**src/rtl/wbm_arb_pkg.sv**
```systemverilog
// Shared types and helpers for the wishbone master arbiter.
// Holds the one-hot FSM encoding and width helpers.
package wbm_arb_pkg;

   localparam int I_IDLE  = 0;
   localparam int I_ISSUE = 1;
   localparam int I_ACK   = 2;
   localparam int I_RUN   = 3;
   localparam int I_DONE  = 4;

   typedef enum logic [4:0] {
      S_IDLE  = 5'b00001,
      S_ISSUE = 5'b00010,
      S_ACK   = 5'b00100,
      S_RUN   = 5'b01000,
      S_DONE  = 5'b10000
   } state_t;

   localparam int ACK_WAIT_DEF = 4;

   function automatic int clog2(input int v);
      int r;
      r = 0;
      for (int i = 0; i < 31; i++)
         if ((1 << i) < v) r = i + 1;
      return r;
   endfunction

   function automatic int idx_w(input int n);
      return (n < 2) ? 1 : clog2(n);
   endfunction

endpackage

```
**src/rtl/wbm_rr_pick.sv**
```systemverilog
// Winner selection for the arbiter: round-robin after ptr, or fixed
// priority (lowest index) when WBM_ARBITER_FIXED_PRIO_EN is defined.
module wbm_rr_pick
   import wbm_arb_pkg::*;
#(
   parameter int N  = 4,
   parameter int IW = 2
) (
   input  logic [N-1:0]  req,
   input  logic [IW-1:0] ptr,
   output logic [N-1:0]  gnt,
   output logic [IW-1:0] idx,
   output logic          any
);

   assign any = |req;

`ifdef WBM_ARBITER_FIXED_PRIO_EN
   logic unused_ptr;
   assign unused_ptr = ^ptr;

   always_comb begin
      gnt = '0;
      idx = '0;
      for (int i = N - 1; i >= 0; i--) begin
         if (req[i]) begin
            gnt    = '0;
            gnt[i] = 1'b1;
            idx    = IW'(i);
         end
      end
   end
`else
   // Walk from farthest to nearest so ptr+1 is the last (winning) hit.
   always_comb begin
      int j;
      j   = 0;
      gnt = '0;
      idx = '0;
      for (int i = N; i >= 1; i--) begin
         j = int'(ptr) + i;
         if (j >= N) j = j - N;
         if (req[j]) begin
            gnt    = '0;
            gnt[j] = 1'b1;
            idx    = IW'(j);
         end
      end
   end
`endif

endmodule

```
**src/rtl/wbm_arbiter.sv**
```systemverilog
// Shares one wishbone master engine among NUM_REQ requesters.
// Define WBM_ARBITER_FIXED_PRIO_EN for fixed lowest-index priority.
module wbm_arbiter
   import wbm_arb_pkg::*;
#(
   parameter  int NUM_REQ       = 4,
   parameter  int ADDRESS_WIDTH = 16,
   parameter  int DATA_WIDTH    = 8,
   parameter  int MAX_PAYLOAD   = 8,
   parameter  int LEN_W         = 4,
   parameter  int ACK_WAIT      = ACK_WAIT_DEF,
   localparam int PAYLOAD_W     = MAX_PAYLOAD * DATA_WIDTH,
   localparam int IDX_W         = idx_w(NUM_REQ)
) (
   input  logic                         clk_i,
   input  logic                         rst_i,
   input  logic [NUM_REQ-1:0]           req_i,
   input  logic [NUM_REQ-1:0]           req_we_i,
   input  logic [NUM_REQ*ADDRESS_WIDTH-1:0] req_adr_i,
   input  logic [NUM_REQ*LEN_W-1:0]     req_len_i,
   input  logic [NUM_REQ*PAYLOAD_W-1:0] req_dat_i,
   output logic [NUM_REQ-1:0]           gnt_o,
   output logic [NUM_REQ-1:0]           done_o,
   output logic [NUM_REQ-1:0]           err_o,
   output logic [PAYLOAD_W-1:0]         rdata_o,
   output logic [ADDRESS_WIDTH-1:0]     m_adr_o,
   output logic [PAYLOAD_W-1:0]         m_dat_o,
   output logic [LEN_W-1:0]             m_len_o,
   output logic                         m_start_read_o,
   output logic                         m_start_write_o,
   input  logic [PAYLOAD_W-1:0]         m_dat_i,
   input  logic                         m_read_busy_i,
   input  logic                         m_write_busy_i,
   input  logic                         m_completed_i,
   input  logic                         m_timeout_i
);

   // ACK spans the start cycle plus the engine's register delay.
   localparam int CNT_W = clog2(ACK_WAIT + 2);
   localparam logic [CNT_W-1:0] ACK_LIM = CNT_W'(ACK_WAIT + 1);

   state_t state_q, state_d;

   logic [NUM_REQ-1:0]       gnt_q;
   logic [IDX_W-1:0]         ptr_q, idx_q;
   logic                     we_q, err_q, start_q;
   logic [ADDRESS_WIDTH-1:0] adr_q;
   logic [LEN_W-1:0]         len_q;
   logic [PAYLOAD_W-1:0]     dat_q, rdata_q;
   logic [CNT_W-1:0]         cnt_q;

   logic [NUM_REQ-1:0] pick_gnt;
   logic [IDX_W-1:0]   pick_idx;
   logic               pick_any;
   logic               busy;

   assign busy = m_read_busy_i | m_write_busy_i;

   wbm_rr_pick #(
      .N  (NUM_REQ),
      .IW (IDX_W)
   ) u_pick (
      .req (req_i),
      .ptr (ptr_q),
      .gnt (pick_gnt),
      .idx (pick_idx),
      .any (pick_any)
   );

   always_ff @(posedge clk_i or posedge rst_i)
      if (rst_i) state_q <= S_IDLE;
      else       state_q <= state_d;

   always_comb begin
      state_d = state_q;
      unique case (1'b1)
         state_q[I_IDLE]:  if (pick_any) state_d = S_ISSUE;
         state_q[I_ISSUE]: state_d = S_ACK;
         state_q[I_ACK]: begin
            if (busy)                 state_d = S_RUN;
            else if (cnt_q == ACK_LIM) state_d = S_DONE;
         end
         state_q[I_RUN]:   if (!busy) state_d = S_DONE;
         state_q[I_DONE]:  state_d = S_IDLE;
         default:          state_d = S_IDLE;
      endcase
   end

   always_ff @(posedge clk_i or posedge rst_i) begin
      if (rst_i) begin
         gnt_q   <= '0;
         ptr_q   <= '0;
         idx_q   <= '0;
         we_q    <= 1'b0;
         err_q   <= 1'b0;
         start_q <= 1'b0;
         adr_q   <= '0;
         len_q   <= '0;
         dat_q   <= '0;
         rdata_q <= '0;
         cnt_q   <= '0;
      end else begin
         start_q <= 1'b0;
         unique case (1'b1)
            state_q[I_IDLE]: if (pick_any) begin
               gnt_q <= pick_gnt;
               idx_q <= pick_idx;
               err_q <= 1'b0;
               we_q  <= req_we_i[pick_idx];
               adr_q <= req_adr_i[pick_idx*ADDRESS_WIDTH +: ADDRESS_WIDTH];
               len_q <= req_len_i[pick_idx*LEN_W +: LEN_W];
               dat_q <= req_dat_i[pick_idx*PAYLOAD_W +: PAYLOAD_W];
            end
            state_q[I_ISSUE]: begin
               start_q <= 1'b1;
               cnt_q   <= '0;
            end
            state_q[I_ACK]: if (!busy) begin
               cnt_q <= cnt_q + 1'b1;
               if (cnt_q == ACK_LIM) err_q <= 1'b1;
            end
            state_q[I_RUN]: if (!busy) begin
               err_q <= m_timeout_i | ~m_completed_i;
               if (!we_q) rdata_q <= m_dat_i;
            end
            state_q[I_DONE]: begin
               ptr_q <= idx_q;
               gnt_q <= '0;
            end
            default: ;
         endcase
      end
   end

   assign gnt_o           = gnt_q;
   assign done_o          = state_q[I_DONE] ? gnt_q : '0;
   assign err_o           = (state_q[I_DONE] & err_q) ? gnt_q : '0;
   assign rdata_o         = rdata_q;
   assign m_adr_o         = adr_q;
   assign m_dat_o         = dat_q;
   assign m_len_o         = len_q;
   assign m_start_read_o  = start_q & ~we_q;
   assign m_start_write_o = start_q & we_q;

endmodule

```
**config.mk**
```make
export PLATFORM = sky130hd
export DESIGN_NAME = wbm_arbiter
export DESIGN_NICKNAME = d
export VERILOG_FILES = /design/src/rtl/wbm_arb_pkg.sv /design/src/rtl/wbm_rr_pick.sv /design/src/rtl/wbm_arbiter.sv
export SDC_FILE = /design/constraint.sdc
export NUM_CORES = 1
export LEC_CHECK = 0
export CAP_MARGIN = 5
export CORE_AREA = 2 2 226 228
export CTS_CLUSTER_DIAMETER = 40
export DETAILED_ROUTE_END_ITERATION = 6
export DIE_AREA = 0 0 228 230
export HOLD_SLACK_MARGIN = 0.1
export PLACE_DENSITY = 0.43
export SLEW_MARGIN = 20
export SYNTH_ARGS = -nofsm -noshare
export SYNTH_HDL_FRONTEND = slang
export SYNTH_SLANG_ARGS = --single-unit
```
**constraint.sdc**
```tcl
create_clock -name clk_i -period 7.4 [get_ports clk_i]
set_clock_uncertainty 0.05 [all_clocks]
set_input_delay 1.85 -clock clk_i [delete_from_list [all_inputs] [get_ports clk_i]]
set_output_delay 1.85 -clock clk_i [all_outputs]
set_load 0.1 [all_outputs]
```
# Word-level counts from Yosys, hierarchy flattened
# Index checks and enable logic that the tools add are counted.
dict set report classes {
  bitwise_logic 8
  n_shift 3
  eq_ne 6
  multipliers 0
  add_sub_neg 9
  n_reduce_logical 14
  n_div 0
  muxes 51
  n_lt_le_gt_ge 13
}
# op count
set op_table {}
lappend op_table {{indexed part select 256 x 9 -> 64 bit} 1}
lappend op_table {{>= comparator 32 x 1 -> 1 bit (second input constant)} 4}
lappend op_table {{>= comparator 32 x 4 -> 1 bit (second input constant)} 4}
lappend op_table {{less-than comparator 32 x 4 -> 1 bit (second input constant)} 4}
lappend op_table {{two-way mux 32 bit} 4}
lappend op_table {{subtractor 32 x 4 -> 32 bit (second input constant)} 4}
lappend op_table {{indexed part select 64 x 7 -> 16 bit} 1}
lappend op_table {{two-way mux 4 bit} 7}
lappend op_table {{two-way mux 5 bit} 4}
lappend op_table {{one-hot mux 5 bit (4 select lines)} 1}
lappend op_table {{two-way mux 1 bit} 18}
lappend op_table {{indexed part select 16 x 5 -> 4 bit} 1}
lappend op_table {{binary-select mux 1 bit (select 2 bit)} 5}
lappend op_table {{demux 1 bit (select 2 bit)} 4}
lappend op_table {{two-way mux 2 bit} 4}
lappend op_table {{one-hot mux 4 bit (2 select lines)} 1}
lappend op_table {{adder 2 x 2 -> 3 bit (second input constant)} 2}
lappend op_table {{one-hot mux 3 bit (2 select lines)} 1}
lappend op_table {{AND reduction 2 bit} 3}
lappend op_table {{AND reduction 3 bit} 2}
lappend op_table {{AND reduction 5 bit} 1}
lappend op_table {{adder 2 x 3 -> 4 bit (second input constant)} 1}
lappend op_table {{logical AND 1 bit} 4}
lappend op_table {{!= test 2 x 1 -> 1 bit (second input constant)} 2}
lappend op_table {{other kinds (14)} 21}
dict set report word_totals {
  in_bits 414
  elab_cells 117
  mem_bits_ro 0
  out_inout_bits 162
  latch_bits 0
  ram_bits 0
  n_memories 0
  reg_bits 167
}

# Longest topological paths before layout
dict set report logic_depth {
  depth_word 13
  ltp_mapped 13
  mapped_depth_nobuf 8
}

# Cells and area by module
# Synthesis repeated with hierarchy kept, for this count alone.
dict set report unflattened {
  hier_cells 567
  hier_area_um2 9128.8
}
# mod seq_area_each_um2 cells_each area_per_inst_um2 instances
set by_module_without_submodules {}
lappend by_module_without_submodules {wbm_arbiter 4180.3 501 8605.8 1}
lappend by_module_without_submodules {wbm_rr_pick 0.0 66 523.0 1}

# Least setup slack after synthesis
# Ideal clock, no wire load.
dict set report synth_path {
  kind {reg2out}
  from {reg gnt_q[0] (netlist: gnt_o[0])}
  to {out err_o[0]}
  stages_incl_launch_ff 2
  required_ns 5.500
  arrival_ns 1.842
  n_path_buf 0
  setup_slack_ns 3.658
  cell_sequence {dfrtp_1 > and3_1}
}
dict set report synth_via {
  elab_chain_cells 1
}
# item line_no
set synth_rtl {}
lappend synth_rtl {{start, declared} wbm_arbiter.sv:44} ;# logic [NUM_REQ-1:0] gnt_q;
lappend synth_rtl {{start signal, assigned} wbm_arbiter.sv:106} ;# gnt_q <= pick_gnt;
lappend synth_rtl {{two-way mux 4 bit} wbm_arbiter.sv:137} ;# assign err_o = (state_q[I_DONE] & err_q) ? gnt_q : '0;
lappend synth_rtl {{end, declared} wbm_arbiter.sv:24} ;# output logic [NUM_REQ-1:0] err_o,
# Every way passes these cells.

# Worst setup path after layout
dict set report layout_path {
  from {in req_i[2]}
  to {reg dat_q[41] (netlist: m_dat_o[41])}
}
dict set report layout_via {
  elab_chain_cells 8
  elab_cells_between_ends 19
  cone_classes {shift: 1; mux: 16; reduce/logical: 2}
}
# item line_no
set layout_rtl {}
lappend layout_rtl {{start, declared} wbm_arbiter.sv:17} ;# input logic [NUM_REQ-1:0] req_i,
lappend layout_rtl {{binary-select mux 1 bit (select 2 bit)} wbm_rr_pick.sv:43} ;# if (req[j]) begin
lappend layout_rtl {{two-way mux 1 bit (not written as such) (2 in series)} wbm_rr_pick.sv:43}
lappend layout_rtl {{two-way mux 2 bit (4 in series)} wbm_rr_pick.sv:43}
lappend layout_rtl {{indexed part select 256 x 9 -> 64 bit} wbm_arbiter.sv:112} ;# dat_q <= req_dat_i[pick_idx*PAYLOAD_W +: PAYLOAD_W];
lappend layout_rtl {{end signal, assigned} wbm_arbiter.sv:112}
lappend layout_rtl {{end, declared} wbm_arbiter.sv:49} ;# logic [PAYLOAD_W-1:0] dat_q, rdata_q;
# Several ways; a longest one is shown, not always the timed one. The select of a mux whose other input is x is not followed.
# A chain may end at the register's enable or synchronous reset.

==> results.cfg <==
[global_routing]
grt_pass1_vias = 9206
grt_max_degree = 125
track_usage = 0.164
antenna_found_initial = 10
overflow = 0
grt_pass1_wl_um = 63000

[clock_network]
cts-resized-gates = 0
insertion_delay_ps = 490
post-cts-setup-buffer-count = 0
cts_tree = built
cts-root-buf = clkbuf_16
cts.sinks = 167
clkTransAtPathRegs_ps = 80
cts_made_buffers = 17
cts_hold_buf = 0
clk_path_buf_depth = 2
htree_levels = 4

[synthesis]
yosys.area.top_type = dfrtp_1
syn_inst = 770
netlist_area_sq_um = 9280
syn_avg_cell_area_sq_um = 12.1
synth_top_area_share = 0.447
async_flop_share = 1.00
syn_nets = 1194
synthTopCellsByArea = dfrtp_1 45%, mux2i_1 19%, o221ai_2 7.9%
synth_edf_count = 0
ys_types = 49
seq_area_frac_synth = 0.450
postSynthRegisterBits = 167
yosys_warnings = 0
synth_ff_type = dfrtp_1

[layout]
nNetsFinal = 1734
most-common-layout-cells = 573 x clkdlybuf4s50_1, 174 x mux2i_1, 166 x dfrtp_1, 101 x nand2_1, 64 x mux2_2
instances_no_fill = 1999
final_common_cell = clkdlybuf4s50_1
postLayoutCellArea_sq_um = 16300
syn_to_final_growth_pct = 75.3
fillCellCount = 5122
drive_above_1_share = 0.130

[timing]
max_freq_ghz = 0.202
rsz0062_at_grt = no
period_minus_slack_ps = 4960
slew_violations = 0
worstMarginPinSlew_ps = 1090
finalHoldViolations = 0
slew_headroom = 0.269
fin_setup_tns_ps = 0
fin_crit_sh = 0.670
setup_viol = 0

[setup_path]
r2r-start = ptr_q[0]
start_kind = primary input
slowest_stage = nand2_4
rr_endpoint = m_dat_o[41]
critPathCapture = m_dat_o[41]
reg2reg_slack_ps = 3170
crit_required_ps = 7710
startpoint = req_i[2]
end_kind = flip-flop
path_cells = clkdlybuf4s50_1 -> nor4_1 -> nand2b_4 -> inv_1 -> nand2_4 -> buf_4 -> o221ai_2
worstRegToRegCells = 9
path_max_fanout = 52
arrival_ps = 5270
worstSetupPathType = in2reg
worst_path_largest_cell_delay_ps = 640

[run_status]
status = completed

[die]
num_io_pins = 576
rows = 82
start_util = 0.186
dieArea_sq_um = 52400
die_x_um = 228
core_sq_um = 49900
fp.dieH_um = 230

[place]
dp.final_hpwl_um = 32900
postPlaceCellArea_sq_um = 15600
dp_cells = 1963
portBuffers = 575
place_congestion = 0.822

[route]
first_pass_iters = 4
routed_wl_um = 43100
via_per_inst = 4.27
drc = 0
vias = 8538
ant_nets = 0
drt_iter0_markers = 374
wl_per_cell_um = 21.6

[hold_path]
hold_class = reg2reg
hp-start = idx_q[1]

[job]
cap_violations = 0
-- layer usage --
layer  global-route usage  wire length [um]  up-vias
met4               0.0543               698       10
li1                     -                 -     3985
met3               0.0773              4300       41
met5                    0                55        -
met2                0.287             22000      400
met1                0.173             16100     4102
-- area by class of cell --
class | count | area (sq um) | share of cell area
flip-flops and latches | 167 | 4180 | 0.257
multi-input cells | 533 | 4730 | 0.290
clock inverters | 15 | 221 | 0.0136
repair buffers | 584 | 5840 | 0.359
inverters | 7 | 31.3 | 0.00192
well taps | 672 | 841 | 0.0517
diodes | 4 | 10.0 | 0.000615
clock buffers | 17 | 425 | 0.0261
-- stage by stage --
step | worst slack [ps] | hold WS, ps | util
floorplan | 983 | 360 | -
global placement | 1950 | 419 | 0.313
detailed placement | 1890 | 420 | 0.313
CTS | 2420 | 438 | 0.326
global route | 2180 | 462 | 0.326
finish | 2440 | 427 | 0.326
-- kinds of logic (layout without fill, tap and decap cells) --
kind of cell | count (synthesis) | after routing | share of synthesized area
AND/OR/NAND/NOR | 143 | 143 | 0.0667
buffers and inverters | 70 | 623 | 0.0427
AO/OA/AOI/OAI | 137 | 137 | 0.152
other | 0 | 4 | 0
adder cells (fa/ha/maj) | 10 | 10 | 0.0135
multiplexers | 241 | 241 | 0.273
flip-flops | 167 | 167 | 0.450
XOR/XNOR | 2 | 2 | 0.00270
-- synth_stat cells (2+ instances only) --
library cell	number
o21ai_0	13
nand3_1	2
inv_1	6
o22a_1	3
buf_2	23
dfrtp_1	166
clkbuf_1	21
mux2i_1	174
and3_1	4
buf_4	9
a32oi_1	5
a31oi_1	3
nand2_1	102
nor2b_1	2
a221oi_1	2
ha_1	10
o221ai_1	36
o221ai_2	49
mux4_2	3
nor3b_1	3
and2_1	5
nor2_1	12
a21oi_1	11
buf_6	9
nand2b_1	6
a22oi_1	4
mux2_2	64
o211ai_1	2
-- sequential cells by signal, indices dropped and copies added (netlist names) --
name and count:
m_dat_o 64, rdata_o 64, m_adr_o 16, state_q 5, gnt_o 4, m_len_o 4, cnt_q 3, idx_q 2
ptr_q 2, err_q 1, start_q 1, we_q 1
-- worst min path at each step --
stage                     slack (ps)  cells after the start           to
final                            430                      2     ptr_q[1]
after global routing             460                      2   m_len_o[1]
after CTS                        440                      2     ptr_q[0]
after detailed placement         420                      2     ptr_q[0]
after global placement           420                      2  m_adr_o[11]
after floorplan                  360                      0      start_q
-- worst max-delay path, delay by kind of cell --
kind,cells,cell delay [ps]
and+or+nand+nor,3,1730
buffers and inverters,3,1370
AOI/OAI and AO/OA,1,170
Power is left out: the tool's default activity adds up to more than one toggle a clock period on the data nets, which glitch-free logic cannot reach.
